<file path="src/rtl/tlul_pkg.sv">
// Minimal TL-UL channel types and defaults for the host sequencer and its bench.
// Types only: no latency and no flow control of its own.
package tlul_pkg;

   localparam logic [2:0] PutFullData   = 3'h0;
   localparam logic [2:0] Get           = 3'h4;
   localparam logic [2:0] AccessAck     = 3'h0;
   localparam logic [2:0] AccessAckData = 3'h1;

   typedef struct packed {
      logic [4:0] rsvd;
      logic [3:0] instr_type;
      logic [6:0] cmd_intg;
      logic [6:0] data_intg;
   } tl_a_user_t;

   typedef struct packed {
      logic [6:0] rsp_intg;
      logic [6:0] data_intg;
   } tl_d_user_t;

   localparam tl_a_user_t TL_A_USER_DEFAULT = '{
      rsvd: 5'h0, instr_type: 4'h9, cmd_intg: 7'h0, data_intg: 7'h0
   };

   typedef struct packed {
      logic        a_valid;
      logic [2:0]  a_opcode;
      logic [2:0]  a_param;
      logic [1:0]  a_size;
      logic [7:0]  a_source;
      logic [31:0] a_address;
      logic [3:0]  a_mask;
      logic [31:0] a_data;
      tl_a_user_t  a_user;
      logic        d_ready;
   } tl_h2d_t;

   typedef struct packed {
      logic        d_valid;
      logic [2:0]  d_opcode;
      logic [2:0]  d_param;
      logic [1:0]  d_size;
      logic [7:0]  d_source;
      logic        d_sink;
      logic [31:0] d_data;
      tl_d_user_t  d_user;
      logic        d_error;
      logic        a_ready;
   } tl_d2h_t;

   localparam tl_h2d_t TL_H2D_DEFAULT = '{
      a_valid: 1'b0, a_opcode: PutFullData, a_param: 3'h0, a_size: 2'h0,
      a_source: 8'h0, a_address: 32'h0, a_mask: 4'h0, a_data: 32'h0,
      a_user: TL_A_USER_DEFAULT, d_ready: 1'b1
   };

endpackage

</file>
<file path="src/rtl/tlul_host_seq.sv">
// TL-UL host issuing count_i strided Get/PutFullData requests; `TLUL_HOST_SEQ_SRC_CHECK_EN adds per-source tracking.
// Latency: first a_valid the cycle after start; done_o pulses one cycle after the last response.
// Backpressure: A held stable until a_ready, at most MaxOutstanding in flight; D always accepted.
module tlul_host_seq #(
   parameter int MaxOutstanding = 4,
   parameter int AddrStride     = 4,
   parameter int CntW           = 16
) (
   input  logic                clk_i,
   input  logic                rst_i,
   input  logic                start_i,
   input  logic [31:0]         base_addr_i,
   input  logic [CntW-1:0]     count_i,
   input  logic                write_i,
   input  logic [31:0]         wdata_i,
   output tlul_pkg::tl_h2d_t   tl_o,
   input  tlul_pkg::tl_d2h_t   tl_i,
   output logic                busy_o,
   output logic                done_o,
   output logic [CntW-1:0]     rsp_cnt_o,
   output logic [CntW-1:0]     err_cnt_o,
   output logic [31:0]         last_rdata_o
);
   import tlul_pkg::*;

   localparam logic [1:0] IDLE  = 2'd0;
   localparam logic [1:0] ISSUE = 2'd1;
   localparam logic [1:0] DRAIN = 2'd2;
   localparam logic [1:0] DONE  = 2'd3;

   localparam logic [4:0] MaxOut  = 5'(MaxOutstanding);
   localparam logic [3:0] LastSrc = 4'(MaxOutstanding - 1);

   logic [1:0]      state_q;
   logic [CntW-1:0] issued_q, count_q, rsp_cnt_q, err_cnt_q;
   logic [31:0]     addr_q, wdata_q, last_rdata_q;
   logic            write_q;
   logic [3:0]      src_q;
   logic [4:0]      out_q, out_d;
   logic            a_vld, a_hs, d_hs, d_expected, src_free;

`ifdef TLUL_HOST_SEQ_SRC_CHECK_EN
   logic [15:0] infl_q;
   assign src_free   = ~infl_q[src_q];
   assign d_expected = (out_q != 5'd0) && (tl_i.d_source < 8'(MaxOutstanding))
                       && infl_q[tl_i.d_source[3:0]];
`else
   assign src_free   = 1'b1;
   assign d_expected = (out_q != 5'd0);
`endif

   logic unused_tl_i;
   assign unused_tl_i = ^{tl_i.d_param, tl_i.d_size, tl_i.d_sink, tl_i.d_user, tl_i.d_source};

   assign a_vld = (state_q == ISSUE) && (issued_q < count_q) && (out_q < MaxOut) && src_free;
   assign a_hs  = a_vld && tl_i.a_ready;
   assign d_hs  = tl_i.d_valid && tl_o.d_ready;

   // A response that is not expected never releases an in-flight slot.
   always_comb begin
      out_d = out_q;
      if (a_hs && !(d_hs && d_expected)) begin
         out_d = out_q + 5'd1;
      end else if (!a_hs && d_hs && d_expected) begin
         out_d = out_q - 5'd1;
      end
   end

   always_comb begin
      tl_o         = TL_H2D_DEFAULT;
      tl_o.a_valid = a_vld;
      if (state_q == ISSUE) begin
         tl_o.a_opcode  = write_q ? PutFullData : Get;
         tl_o.a_size    = 2'd2;
         tl_o.a_mask    = 4'hf;
         tl_o.a_address = addr_q;
         tl_o.a_data    = write_q ? wdata_q : 32'h0;
         tl_o.a_source  = {4'h0, src_q};
      end
   end

   always_ff @(posedge clk_i or posedge rst_i) begin
      if (rst_i) begin
         state_q      <= IDLE;
         issued_q     <= '0;
         count_q      <= '0;
         rsp_cnt_q    <= '0;
         err_cnt_q    <= '0;
         addr_q       <= 32'h0;
         wdata_q      <= 32'h0;
         last_rdata_q <= 32'h0;
         write_q      <= 1'b0;
         src_q        <= 4'h0;
         out_q        <= 5'd0;
      end else begin
         out_q <= out_d;
         if (a_hs) begin
            issued_q <= issued_q + CntW'(1);
            addr_q   <= addr_q + 32'(AddrStride);
            src_q    <= (src_q == LastSrc) ? 4'h0 : src_q + 4'h1;
         end
         if (d_hs) begin
            rsp_cnt_q <= rsp_cnt_q + CntW'(1);
            if ((tl_i.d_error || !d_expected) && (err_cnt_q != '1)) begin
               err_cnt_q <= err_cnt_q + CntW'(1);
            end
            if (tl_i.d_opcode == AccessAckData) begin
               last_rdata_q <= tl_i.d_data;
            end
         end
         case (state_q)
            IDLE: begin
               if (start_i) begin
                  if (count_i != '0) begin
                     // Start clears override any response landing in the same cycle.
                     state_q      <= ISSUE;
                     count_q      <= count_i;
                     addr_q       <= base_addr_i;
                     write_q      <= write_i;
                     wdata_q      <= wdata_i;
                     issued_q     <= '0;
                     src_q        <= 4'h0;
                     out_q        <= 5'd0;
                     rsp_cnt_q    <= '0;
                     err_cnt_q    <= '0;
                     last_rdata_q <= 32'h0;
                  end else begin
                     state_q <= DONE;
                  end
               end
            end
            ISSUE: begin
               if (a_hs && (issued_q + CntW'(1) == count_q)) begin
                  state_q <= DRAIN;
               end
            end
            DRAIN: begin
               if (out_d == 5'd0) begin
                  state_q <= DONE;
               end
            end
            default: state_q <= IDLE;
         endcase
      end
   end

`ifdef TLUL_HOST_SEQ_SRC_CHECK_EN
   always_ff @(posedge clk_i or posedge rst_i) begin
      if (rst_i) begin
         infl_q <= 16'h0;
      end else begin
         if (a_hs) begin
            infl_q[src_q] <= 1'b1;
         end
         if (d_hs && d_expected) begin
            infl_q[tl_i.d_source[3:0]] <= 1'b0;
         end
      end
   end
`endif

   assign busy_o       = (state_q == ISSUE) || (state_q == DRAIN);
   assign done_o       = (state_q == DONE);
   assign rsp_cnt_o    = rsp_cnt_q;
   assign err_cnt_o    = err_cnt_q;
   assign last_rdata_o = last_rdata_q;

endmodule

</file>
<file path="config.mk">
export PLATFORM = sky130hd
export DESIGN_NAME = tlul_host_seq
export DESIGN_NICKNAME = d
export VERILOG_FILES = /design/src/rtl/tlul_pkg.sv /design/src/rtl/tlul_host_seq.sv
export SDC_FILE = /design/constraint.sdc
export NUM_CORES = 1
export LEC_CHECK = 0
export ABC_AREA = 1
export BUFFER_PORTS_ARGS = -buffer_cell sky130_fd_sc_hd__buf_2
export CAP_MARGIN = 20
export CORE_ASPECT_RATIO = 1.5
export CORE_MARGIN = 2
export CORE_UTILIZATION = 49
export CTS_CLUSTER_SIZE = 30
export DETAILED_ROUTE_END_ITERATION = 10
export HOLD_SLACK_MARGIN = 0.08
export PLACE_DENSITY = 0.89
export SLEW_MARGIN = 20
export SYNTH_ARGS = -nofsm -noshare
export SYNTH_HDL_FRONTEND = slang
export SYNTH_SLANG_ARGS = --single-unit
</file>
<file path="constraint.sdc">
create_clock -name clk_i -period 13.08 [get_ports clk_i]
set_input_delay 2.616 -clock clk_i [delete_from_list [all_inputs] [get_ports clk_i]]
set_output_delay 2.616 -clock clk_i [all_outputs]
set_load 0.01 [all_outputs]
</file>
==> Word-level counts from Yosys, hierarchy flattened <==
Index checks and enable logic that the tools add are counted.
{ "classes": {"order_cmp": 2, "n_eq_ne": 10, "mux": 41, "reduce_logical": 20, "n_addsub": 7} }
{ "ops": {"columns": ["operator", "n"], "rows": [
  ["$mux 32", 10],
  ["$mux 16", 13],
  ["$mux 78", 1],
  ["$add 16x1->16 const B", 3],
  ["$add 32x3->32 const B", 1],
  ["$mux 5", 5],
  ["$mux 4", 5],
  ["$eq 16x16->1", 1],
  ["$lt 16x16->1", 1],
  ["$ne 16x16->1 const B", 1],
  ["$reduce_bool 16->1", 1],
  ["$logic_and 1x1->1", 9],
  ["$mux 2", 4],
  ["$mux 3", 2],
  ["$pmux 2 s3", 1],
  ["$reduce_and 3->1", 2],
  ["$add 5x1->5 const B", 1],
  ["$logic_not 5->1", 1],
  ["$lt 5x3->1 const B", 1],
  ["$reduce_bool 5->1", 1],
  ["$sub 5x1->5 const B", 1],
  ["$add 4x1->4 const B", 1],
  ["$eq 2x2->1 const B", 2],
  ["$eq 4x2->1 const B", 1],
  ["other kinds (7)", 11]
]} }
{ "totals": {"elab_cells": 91, "ff_bits": 172, "out_inout_bits": 175, "inputBits": 150} }

==> Logic depth before layout (Yosys ltp) <==
Gate-level depths: netlist (run 1).
{ "depth": {"depth_word": 12, "mapped_depth": 21, "depth_no_buf": 21} }

==> Worst setup path before layout (run 1) <==
No wires, ideal clock.
{ "synth_path": {"path_kind": "register to output", "start": "reg state_q[1]", "end": "out tl_o[65] (netlist name)", "arrival_time_ps": 1549, "n_path_buf": 2, "path_stages_with_launch": 7, "required_ps": 10464, "path_slack_ps": 8915, "path_cell_list": "dfrtp_1 > inv_1 > ha_1 > buf_1 > clkbuf_1 > nand2_1 > inv_1"} }
{ "synth_lines": {"columns": ["item", "line_no", "source"], "rows": [
  ["start, declared", "tlul_host_seq.sv:34", "logic [1:0] state_q;"],
  ["start signal, assigned", "tlul_host_seq.sv:84", "state_q <= IDLE;"],
  ["start signal, assigned", "tlul_host_seq.sv:116", "state_q <= ISSUE;"],
  ["start signal, assigned", "tlul_host_seq.sv:128", "state_q <= DONE;"],
  ["end, declared", "tlul_host_seq.sv:16", "output tlul_pkg::tl_h2d_t tl_o,"]
]} }

==> results of run 1 <==
==> path summary, 6_finish.rpt <==
| check | slack (ns) | endpoint | start | cells past startpoint |
|---|---|---|---|---|
| setup / recovery | 7.99 | tl_o[108] | state_q[1]$_DFFE_PP0P_ | 10 |
| setup reg to reg | 9.06 | state_q[0]$_DFFE_PP0P_ | state_q[1]$_DFFE_PP0P_ | 18 |
| hold / removal | 0.49 | count_q[11]$_DFFE_PP0P_ | count_q[11]$_DFFE_PP0P_ | 2 |
| min in group asynchronous | 2.32 | last_rdata_o[3]$_DFF_PP0_ | rst_i | 2 |
| max in group asynchronous | 9.55 | err_cnt_o[0]$_DFF_PP0_ | rst_i | 3 |
| hold reg to reg | 0.49 | count_q[11]$_DFFE_PP0P_ | count_q[11]$_DFFE_PP0P_ | 2 |
==> power by group <==
group / switching (mW) / leakage (nW) / internal, mW / total [mW]
combinational: 0.624 / 4.03 / 0.350 / 0.974
clock: 0.208 / 0.299 / 0.333 / 0.541
sequential: 0.167 / 2.21 / 0.709 / 0.876
total: 0.999 / 6.54 / 1.39 / 2.39
==> through the flow <==
stage	area (um^2)	cells	worst slack [ns]
after global routing	12080	1868	7.820
after CTS	12070	1868	8.001
after floorplan	10270	1403	5.804
final	12080	1868	7.991
after detailed placement	11460	1838	7.736
after global placement	11450	1838	7.806
==> cells by family after synthesis <==
logic type	synth area share
other	0.0007402
DFF	0.4242
buffers and inverters	0.1271
and+or+nand+nor	0.2740
xor gates and xnor gates	0.03934
AOI/OAI and AO/OA	0.1012
adders and majority gates	0.03330
==> metal layers <==
| metal | up-vias | part of all wire | GRT usage |
|---|---|---|---|
| li1 | 4734 | - | - |
| met1 | 4585 | 0.37 | 0.2781 |
| met2 | 367 | 0.52 | 0.4479 |
| met3 | 99 | 0.049 | 0.04525 |
| met4 | 0 | 0.052 | 0.1411 |
| met5 | - | 0 | 0 |
==> registers in the layout, indices dropped and copies added, names as in the netlist <==
signal,count
src_q,4
err_cnt_o,16
write_q,1
last_rdata_o,32
count_q,16
state_q,2
wdata_q,32
addr_q,32
rsp_cnt_o,16
out_q,5
issued_q,16
==> cell usage in the layout, fill, tap and decap left out, drive strengths merged <==
cell type,instances
a211oi,3
a21o,2
a21oi,76
a22oi,1
a31oi,6
and3,1
buf,267
bufinv,4
clkbuf,23
clkinv,2
clkinvlp,1
conb,34
dfrtp,172
ha,27
inv,206
nand2,320
nand3,69
nand3b,1
nand4,56
nor2,134
nor3,32
nor3b,6
nor4,6
o211ai,4
o21a,3
o21ai,100
o31ai,1
or2,3
xnor2,12
xnor3,1
xor2,31
==> critical path, stage by stage, from the launching register on <==
cell and delay (ns):
dfrtp_1 0.42, inv_1 0.10, ha_1 0.22, buf_4 0.43, inv_2 0.06, nor2_1 0.09
nand2_1 0.08, nor2_2 0.13, nand3_1 0.10, a21oi_1 0.22, buf_2 0.18
==> area by class of cell <==
type                    instances  area share
clock buffers                  23     0.03957
clock inverters                 7     0.01140
well taps                     264     0.02735
inverters                     206     0.06464
flip-flops and latches        172      0.3564
multi-input cells             929      0.3887
repair buffers                267      0.1120
==> run summary, run 1 <==
Summed over all layers, the global routing overflow is 0. Setup repair after global routing left no endpoint under its margin. Using the TritonRoute via totals, the vias-per-cell ratio works out to 5.238. The flow ran to the end, and the final reports show no timing, DRC or antenna violations.

STA puts the critical path data arrival time at 2.47 ns. The run gives 4 as the number of H-tree levels. After clock tree synthesis, the flow added hold-fix buffers numbering 0.

The overall die area was 21,900 um^2; the static leakage was 6.541 nW. The mean routed wirelength per cell works out to 14.64 um. Synthesis produced 1,371 cells.

The worst path needs 5.089 ns of the cycle, external delays included. The tools report the all-layer global routing usage as 0.2517. In this run the worst path has a maximum fanout of 43. The post-synthesis cell type with the largest combined area was dfrtp_1.

By startpoint and endpoint, the worst setup path is classified as register to output port. CTS saw 172 sinks. The share of the yosys chip area belonging to registers is 0.4242, and the mean post-synth cell area is 7.400 um^2. The worst slew margin relative to its limit was 0.4185. The clock reaches the later pin of the worst-skew pair after 0.43 ns.

At the end of routability-driven placement, the weighted congestion stood at 0.9584. In this run the count of I/O pins placed on the die edge is 325. Portion of synthesized cell area occupied by the leading cell type: 0.4242. Relative to the synthesized area, the layout overhead comes to 19.04%. By count the netlist is led by nand2_1, inv_1, dfrtp_1, nor2_1, o21ai_0. The maximum resistive drop on vdd is 0.0001358 V. The run gives 94 as the pin count of the biggest net entering global routing. The worst setup path is captured at an output port. The count of cell types in the netlist is 40, and the number of vias in the routed layout is 9,785.

Width of the die: 121.5 um. The transition time at the pin with the least slew margin was 0.8710 ns; the core footprint was 20,340 um^2. The run gives 0 as the number of gates resized after cts. The tools report the buffer levels on the longest clock path as 2.

The tools report the initial cell density of the core as 0.4988. Synthesis inferred 172 register bits. The post-CTS clock slew at the launch and capture registers of the worst setup and hold paths was 0.07 ns. Derived from the worst setup path, the maximum achievable clock frequency is 196.5 MHz. The fraction of final layout cells sized beyond drive strength 1 is 0.2032. For this run, the post-layout net count is 1,770.

Proportion of register bits with asynchronous set or reset after synthesis: 1.000. Across the run, the number of max-cap violations was 0. The logs give 0.009075 ns for the clock tree skew after final layout and 0 for the number of max-slew violations in the final report. nand2_1 is the most common cell in the netlist. Dividing total power by cell area gives a power density of 197.9 nW/um^2. The run gives 2.391 mW as the total power. Most instantiated flip-flop cell in the synthesis netlist: dfrtp_1. Setup violations remaining at the end of the flow were counted as 0.

STA classifies the critical path startpoint as a register. Counting flops with a built-in enable in the synthesized netlist gives 0. The detail route stage leaves a number of antenna-violating nets equal to 0. The netlist area before placement came out at 10,150 um^2. The count of buffers added on input and output ports is 262. Buffers inserted during clock tree synthesis total 17. Share of the core filled with cells in the final layout: 0.5938. After filler insertion, the fill cell instance count of the layout stands at 1,826. After synthesis, the cell types taking the most area are dfrtp_1, nand2_1, inv_1.

STA puts the critical path data required time at 10.46 ns. The tree is rooted in a clkbuf_16. Wires add up to 27,350 um. The number of buffers added for setup after CTS came out at 0.

TritonCTS built the clock tree. The number of global-route vias before repair is 9,382, and the violation count after the first detailed-routing iteration is 567. Path category of the worst min-delay check: register to register.

Detailed placement ended at an HPWL of 19,780 um. For the count of endpoints failing hold in the final timing report, the log shows 0. The final total negative setup slack was 0 ns. 0 antenna diodes ended up in the layout. The total iterations of the first detailed-routing run came out at 5.

Tightest hold margin: 0.4862 ns. The initial antenna violation count is 0. The floorplan die height is 180.2 um, and the total number of placement rows is 64. For the sequential standard cell area, the log shows 4304 um^2.

For this run, design rule violations remaining after detail routing come to 0. Final clock period utilization by the worst path: 0.3891. The tools report the first-pass GRT wire length as 44,290 um. The multi-input combinational cells in the finished layout cover a total of 4695 um^2. The number of warnings issued by yosys is 0.
(Power assumes the default switching activity.)
==> run 2, diff against run 1 <==
==> constraint.sdc (replaced) <==
create_clock -name clk_i -period 4.85 [get_ports clk_i]
set_input_delay 0.97 -clock clk_i [delete_from_list [all_inputs] [get_ports clk_i]]
set_output_delay 0.97 -clock clk_i [all_outputs]
set_load 0.01 [all_outputs]
==> run summary, run 2 (synthesis results as in run 1) <==
The run finished with clean final reports. The tools report the global placer's final weighted congestion as 0.9301 (was 0.9584). The number of sinks on the clock net came out at 172 (unchanged). The total congestion overflow after global routing was 0 (unchanged); the antenna violation net count after detailed routing was 0 (unchanged). The logs give 0 (unchanged) for the number of buffers added for setup after CTS and 0 (unchanged) for the number of hold-repair buffers added at the cts stage. The average vias per placed instance works out to 5.210 (was 5.238). The tools report the worst setup timing slack at the placement stage as 1.212 ns (was 7.736 ns). The kind of end point of the critical path was an output port (unchanged). The run gives 0.2486 (was 0.2517) as the all-layer global routing usage. The logs give 1,773 (was 1,770) for the post-layout net count and 0 (unchanged) for the max-cap violation count.

Detailed placement HPWL: 19,120 um (was 19,780 um). The logs give 0 (unchanged) for the count of final setup violators and 0 (unchanged) for the number of max-slew violations in the final report. Maximum operating frequency: 283.0 MHz. TritonCTS built the clock tree.

Final worst setup slack: 1.317 ns (was 7.991 ns). The overall die area is 21,900 um^2 (unchanged), and the share of the core filled with cells in the final layout is 0.5950 (was 0.5938). The worst path in the final design needs a cycle of 3.533 ns, including I/O delays and setup.

The net switching power came out at 2.695 mW (was 0.9992 mW). The total wirelength of the detailed-routed design is 26,680 um (was 27,350 um). Floorplan die height: 180.2 um (unchanged). The number of vias in the routed layout was 9,758 (was 9,785). The maximum fanout along the worst path came out at 38 (was 43).

Ratio of total power to cell area: 529.4 nW/um^2 (was 197.9 nW/um^2). The TritonCTS buffer count was 17 (unchanged); the total iterations of the first detailed-routing run was 5 (unchanged). The violation count after the first detailed-routing iteration was 644 (was 567); the static leakage was 6.558 nW (was 6.541 nW). The critical path class is register to output port (unchanged).

The run gives 0 (unchanged) as the number of antenna repair diodes. Setup repair after global routing left no endpoint under its margin. For the sequential share of power, the log shows 0.369 (was 0.366).

Leading cell types in the layout, fill and taps excluded: nand2_1, buf_2, inv_1 (unchanged). The logs give 0.4988 (unchanged) for the initial cell density of the core and 0 (unchanged) for the initial antenna violation count. Later-pin clock latency in the skew report: 0.43 ns (about the same). The mean routed wirelength per cell came out at 14.24 um (was 14.64 um). For the data arrival time at the worst-slack endpoint, the log shows 2.56 ns (was 2.47 ns). Internal power component: 3.712 mW (was 1.391 mW).

The number of H-tree levels is 4 (unchanged). The run gives 0.222 (was 0.226) as the relative contribution of the clock network to total power. The switching share of total power was 0.4206 (was 0.4180); the first-pass GRT wire length was 44,380 um (was 44,290 um). Master cell of the clock root buffer: clkbuf_16 (unchanged).

Path category of the worst min-delay check: register to register (unchanged). The most common cell after layout, fill and taps aside was nand2_1 (unchanged). Total power: 6.408 mW (was 2.391 mW). The tools report the type of origin of the critical path as a register (unchanged). The final clock period utilization by the worst path was 0.7285; the endpoint required time on the critical path was 3.88 ns (was 10.46 ns). The layout overhead on the synthesized area works out to 19.29% (was 19.04%).

The number of port buffers works out to 262 (unchanged). The remaining design rule violation count was 0 (unchanged). The core footprint is 20,340 um^2 (unchanged).

The number of gates resized after cts is 0 (unchanged), and the pin count of the biggest net entering global routing is 173 (was 94). The buffer levels on the longest clock path was 2 (unchanged); the final total negative setup slack was 0 ns (unchanged). The proportion of power drawn by combinational gates was 0.409 (was 0.407); the maximum resistive drop on vdd was 0.0002894 V (was 0.0001358 V).

The count of endpoints failing hold in the final timing report was 0 (unchanged). The post-CTS clock slew at the launch and capture registers of the worst setup and hold paths works out to 0.07 ns (about the same). The width of the die is 121.5 um (unchanged). The transition time at the pin with the least slew margin was 1.084 ns (was 0.8710 ns); the number of top-level pins was 325 (unchanged). The fraction of final layout cells sized beyond drive strength 1 was 0.2070 (was 0.2032). The worst slew margin relative to its limit is 0.2776 (was 0.4185), and the clock tree skew after final layout is 0.01002 ns (was 0.009075 ns). The total number of placement rows was 64 (unchanged).

The number of global-route vias before repair is 9,553 (was 9,382).
## run 2: changes by cell type in the layout (fill, tap and decap cells not counted), sizes merged
| cell | before | now |
|---|---|---|
| buf | 267 | 270 |
| bufinv | 4 | 3 |
| clkbuf | 23 | 21 |
| clkinv | 2 | 6 |
| clkinvlp | 1 | 2 |
## run 2: through the flow
stage	hold WS [ns]	instance area, um^2	std cells
after global placement	0.4634	11480	1841
after global routing	0.5346	12100	1873
after CTS	0.4896	12100	1873
final	0.4860	12100	1873
after detailed placement	0.4736	11490	1841
after floorplan	0.4487	10270	1403
## run 2: metal layers
metal / GRT usage / wire, um / vias to the layer above / part of all wire
met2: 0.4429 / 13840 / 388 / 0.52
met4: 0.1402 / 1347 / 0 / 0.050
met1: 0.2753 / 10160 / 4536 / 0.38
met5: 0 / 0 / - / 0
li1: - / - / 4739 / -
met3: 0.04241 / 1339 / 95 / 0.050
## run 2: power groups by stage
stage	registers, mW	logic [mW]	clock network [mW]
final	2.36	2.62	1.42
after global routing	2.42	3.00	1.49
after detailed placement	2.37	2.61	0
after CTS	2.35	2.63	1.45
after floorplan	2.27	1.91	0
after global placement	2.34	2.51	0
## run 2: final timing paths
check	startpoint	endpoint	slack, ns	cells past startpoint
hold reg to reg	count_q[9]$_DFFE_PP0P_	count_q[9]$_DFFE_PP0P_	0.49	2
max in group asynchronous	rst_i	issued_q[6]$_DFF_PP0_	3.25	3
min in group asynchronous	rst_i	src_q[2]$_DFF_PP0_	0.68	3
setup reg to reg	state_q[1]$_DFFE_PP0P_	addr_q[5]$_DFF_PP0_	1.51	17
hold / removal	count_q[9]$_DFFE_PP0P_	count_q[9]$_DFFE_PP0P_	0.49	2
setup / recovery	state_q[1]$_DFFE_PP0P_	tl_o[34]	1.32	6
## run 2: critical path: stages, from the launching register on
cell and delay [ns]:
dfrtp_1 0.41, inv_1 0.09, ha_1 0.33, buf_4 0.43, nand2_2 0.46, nor2_1 0.23, buf_2 0.16
## run 2: layout make-up
type | count | area [um^2]
repair buffers | 270 | 1384
inverters | 206 | 779.5
well taps | 264 | 330.3
multi-input cells | 929 | 4695
fillers | 1836 | 8237
clock inverters | 11 | 140.1
clock buffers | 21 | 470.5
flip-flops and latches | 172 | 4304
==> run 3, diff against run 2 <==
--- a/config.mk
+++ b/config.mk
@@ -5,12 +5,12 @@
 export SDC_FILE = /design/constraint.sdc
 export NUM_CORES = 1
 export LEC_CHECK = 0
-export ABC_AREA = 1
+export ABC_AREA = 0
 export BUFFER_PORTS_ARGS = -buffer_cell sky130_fd_sc_hd__buf_2
 export CAP_MARGIN = 20
 export CORE_ASPECT_RATIO = 1.5
 export CORE_MARGIN = 2
-export CORE_UTILIZATION = 49
+export CORE_UTILIZATION = 46
 export CTS_CLUSTER_SIZE = 30
 export DETAILED_ROUTE_END_ITERATION = 10
 export HOLD_SLACK_MARGIN = 0.08
==> constraint.sdc (replaced) <==
create_clock -name clk_i -period 3 [get_ports clk_i]
set_input_delay 0.6 -clock clk_i [delete_from_list [all_inputs] [get_ports clk_i]]
set_output_delay 0.6 -clock clk_i [all_outputs]
set_load 0.01 [all_outputs]
==> run summary, run 3 <==
The flow ran to the end, and the final reports show no timing, DRC or antenna violations. For the count of endpoints failing hold in the final timing report, the log shows 0 (unchanged). The number of top-level pins came out at 325 (unchanged).

The tools report the type of origin of the critical path as a register (unchanged). The total of flip-flops plus latches after synthesis was 172 (unchanged); the number of enable flip-flop cells after synthesis was 0 (unchanged). Critical path class: register to output port (unchanged). For the worst slew margin relative to its limit, the log shows 0.3834 (was 0.2776).

Path category of the worst min-delay check: input port to async pin (was register to register). The number of hold-repair buffers added at the cts stage was 0 (unchanged); the number of port buffers was 262 (unchanged). The proportion of register bits with asynchronous set or reset after synthesis came out at 1.000 (unchanged). The total congestion overflow after global routing was 0 (unchanged).

The logs give 8,335 (was 9,758) for the number of vias in the routed layout and 7 (was 5) for the total iterations of the first detailed-routing run. Post-synthesis cell type with the largest combined area: dfrtp_1 (unchanged). The width of the die is 120.8 um (was 121.5 um). The number of buffer and inverter stages on the critical path was 4 (was 3); the mean routed wirelength per cell was 16.26 um (was 14.24 um). The logs give 1,607 (was 1,836) for the number of inserted filler cells in the final layout and 2.40 ns (was 3.88 ns) for the endpoint required time on the critical path.

The largest stage delay on the critical path came out at 0.55 ns (was 0.46 ns). The core footprint is 20,260 um^2 (was 20,340 um^2), and the maximum resistive drop on vdd is 0.0004329 V (was 0.0002894 V). The number of instances in the placed design is 1,531 (was 1,841), and the buffer levels on the longest clock path is 2 (unchanged). The initial antenna violation count was 1 (was 0). Antenna violation net count after detailed routing: 0 (unchanged). The share of the yosys chip area belonging to registers was 0.4576 (was 0.4242). Layout overhead on the synthesized area: 25.50% (was 19.29%). All-layer global routing usage: 0.2315 (was 0.2486). The routed design could run at a clock period as short as 2.993 ns. The run gives 21,630 um^2 (was 21,900 um^2) as the overall die area. The number of cells produced by synthesis was 1,019 (was 1,371); the transition time at the pin with the least slew margin was 0.9249 ns (was 1.084 ns). The reg-to-reg startpoint was count_q[1]$_DFFE_PP0P_ (was state_q[1]$_DFFE_PP0P_). The static leakage is 6.043 nW (was 6.558 nW). The most common cell after layout, fill and taps aside is buf_2 (was nand2_1). The maximum fanout along the worst path was 4 (was 38); the portion of synthesized cell area occupied by the leading cell type was 0.4576 (was 0.4242). The post-CTS clock slew at the launch and capture registers of the worst setup and hold paths works out to 0.07 ns (about the same). For the number of max-slew violations in the final report, the log shows 0 (unchanged). For the count of cell types in the netlist, the log shows 60 (was 40).

The post-layout net count came out at 1,470 (was 1,773). The tools report the clock tree skew after final layout as 0.01292 ns (was 0.01002 ns). The fraction of final layout cells sized beyond drive strength 1 was 0.3185 (was 0.2070); the number of stages on the worst setup path was 9 (was 6). For the global placer's final weighted congestion, the log shows 0.9276 (was 0.9301). The share of the core filled with cells in the final layout is 0.5827 (was 0.5950). The floorplan die height was 179.1 um (was 180.2 um). The end of the worst register-to-register path was state_q[1]$_DFFE_PP0P_ (was addr_q[5]$_DFF_PP0_).

Final clock period utilization by the worst path: 0.9977. Highest-delay cell along the critical path: or4b_4 (was nand2_2). Setup repair after global routing could not meet its margin everywhere. The kind of end point of the critical path was an output port (unchanged). The minimum setup slack among reg-to-reg paths was 0.07 ns (was 1.51 ns); the pin count of the biggest net entering global routing was 89 (was 173). The first-pass GRT wire length is 39,530 um (was 44,380 um). The logs give 64 (unchanged) for the total number of placement rows and 1,571 (was 1,873) for the non-filler instance count after layout.

The tools report the maximum operating frequency as 334.1 MHz. The logs give 443 (was 644) for the violation count after the first detailed-routing iteration and 0 (unchanged) for the number of warnings issued by yosys. Cell-by-cell listing of the critical path: inv_2, ha_4, nor2b_4, o211ai_1, a2111oi_2, or4b_4, inv_4, buf_6, buf_6 (was inv_1, ha_1, buf_4, nand2_2, nor2_1, buf_2). Cell with the most instances after synthesis: dfrtp_1 (was nand2_1).

The mean post-synth cell area works out to 9.231 um^2 (was 7.400 um^2). The tools report the detailed placement HPWL as 18,490 um (was 19,120 um). The run gives 0 (unchanged) as the remaining design rule violation count. The max-cap violation count came out at 0 (unchanged). TritonCTS buffer count: 17 (unchanged). The total wirelength of the detailed-routed design was 25,540 um (was 26,680 um); the ratio of total power to cell area was 582.1 nW/um^2 (was 529.4 nW/um^2). The cell that appears most often on the critical path is buf_6. TritonCTS built the clock tree. The run gives 172 (unchanged) as the number of sinks on the clock net.

The gate family responsible for the most delay along the worst path was simple AND/OR/NAND/NOR gates (unchanged). Synth area leaders: dfrtp_1, nand2_1, xnor2_1 (was dfrtp_1, nand2_1, inv_1). The tools report the number of global-route vias before repair as 8,128 (was 9,553).

Average vias per placed instance: 5.306 (was 5.210). The capture point of the worst path is tl_o[108] (was tl_o[34]). The run gives 0 (unchanged) as the count of final setup violators. The most instantiated flip-flop cell in the synthesis netlist was dfrtp_1 (unchanged). Launch point of the worst path: count_q[1]$_DFFE_PP0P_ (was state_q[1]$_DFFE_PP0P_). The later-pin clock latency in the skew report was 0.44 ns (was 0.43 ns). Netlist area before placement: 9407 um^2 (was 10,150 um^2). Leading cell types in the layout, fill and taps excluded: buf_2, dfrtp_1, nand2_1 (was nand2_1, buf_2, inv_1). The tools report the master cell of the clock root buffer as clkbuf_16 (unchanged). The number of cells traversed by the worst register-to-register path works out to 14 (was 17). Cell types with the highest counts after synthesis: dfrtp_1, nand2_1, nor2_1, a21oi_1, xnor2_1 (was nand2_1, inv_1, dfrtp_1, nor2_1, o21ai_0). For the number of H-tree levels, the log shows 4 (unchanged). The initial cell density of the core came out at 0.4643 (was 0.4988). For the data arrival time at the worst-slack endpoint, the log shows 2.39 ns (was 2.56 ns).
==> run 3: worst min-delay path by stage <==
stage | cells past startpoint | slack [ns] | to | startpoint
3_3_place_gp | 1 | 0.48 | wdata_q[12]$_DFFE_PP0P_ | wdata_q[12]$_DFFE_PP0P_
3_5_place_dp | 1 | 0.49 | wdata_q[24]$_DFFE_PP0P_ | wdata_q[24]$_DFFE_PP0P_
5_1_grt | 2 | 0.30 | last_rdata_o[11]$_DFF_PP0_ | rst_i
2_1_floorplan | 1 | 0.47 | addr_q[0]$_DFFE_PP0P_ | addr_q[0]$_DFFE_PP0P_
4_1_cts | 2 | 0.28 | last_rdata_o[5]$_DFF_PP0_ | rst_i
6_report | 2 | 0.28 | wdata_q[8]$_DFFE_PP0P_ | rst_i
==> run 3: layout make-up <==
cell class | count | area (um^2) | area share
Clock buffer | 20 | 466.7 | 0.03953
Inverter | 33 | 130.1 | 0.01102
Tap cell | 264 | 330.3 | 0.02798
Multi-Input combinational cell | 754 | 4686 | 0.3969
Clock inverter | 12 | 112.6 | 0.009539
Timing Repair Buffer | 315 | 1773 | 0.1502
Antenna cell | 1 | 2.502 | 0.0002120
Sequential cell | 172 | 4304 | 0.3646
==> run 3: what timing repair did <==
item	4_1_cts	5_1_grt
endpoints found under the setup margin	5	29
pin swaps	3	10
resized for setup	7	16
buffers inserted	1	6
==> run 3: kinds of logic after synthesis <==
family | after synthesis | share of synthesized area
other cells | 2 | 0.0007984
compound gates | 128 | 0.07516
fa+ha+maj | 29 | 0.03804
simple gates | 427 | 0.2245
xor+xnor | 95 | 0.08845
buf+inv | 125 | 0.06651
mux | 41 | 0.04895
flops | 172 | 0.4576
==> run 3: stage by stage <==
| stage | cell area (um^2) | worst slack (ns) | TNS (ns) | power [mW] | hold WS [ns] |
|---|---|---|---|---|---|
| after detailed placement | 11080 | 0.01007 | 0 | 4.600 | 0.4888 |
| after global routing | 11810 | -0.1042 | -0.3262 | 7.245 | 0.3001 |
| after global placement | 11080 | 0.02864 | 0 | 4.523 | 0.4828 |
| after CTS | 11690 | -0.02829 | -0.02829 | 6.845 | 0.2771 |
| final | 11810 | 0.006769 | 0 | 6.872 | 0.2833 |
| after floorplan | 9530 | 0.05611 | 0 | 3.919 | 0.4721 |
==> run 3: per-layer routing <==
layer | vias to the layer above | wire [um] | track usage
met3 | 80 | 1334 | 0.05312
met2 | 354 | 13590 | 0.4082
met4 | 0 | 1097 | 0.1172
met1 | 4023 | 9523 | 0.2605
li1 | 3878 | - | -
met5 | - | 0 | 0
==> run 3: report_power, final <==
part / switching (mW) / leakage, nW / internal [mW]
clock: 0.968 / 0.283 / 1.21
combinational: 0.967 / 3.54 / 0.831
sequential: 0.295 / 2.22 / 2.60
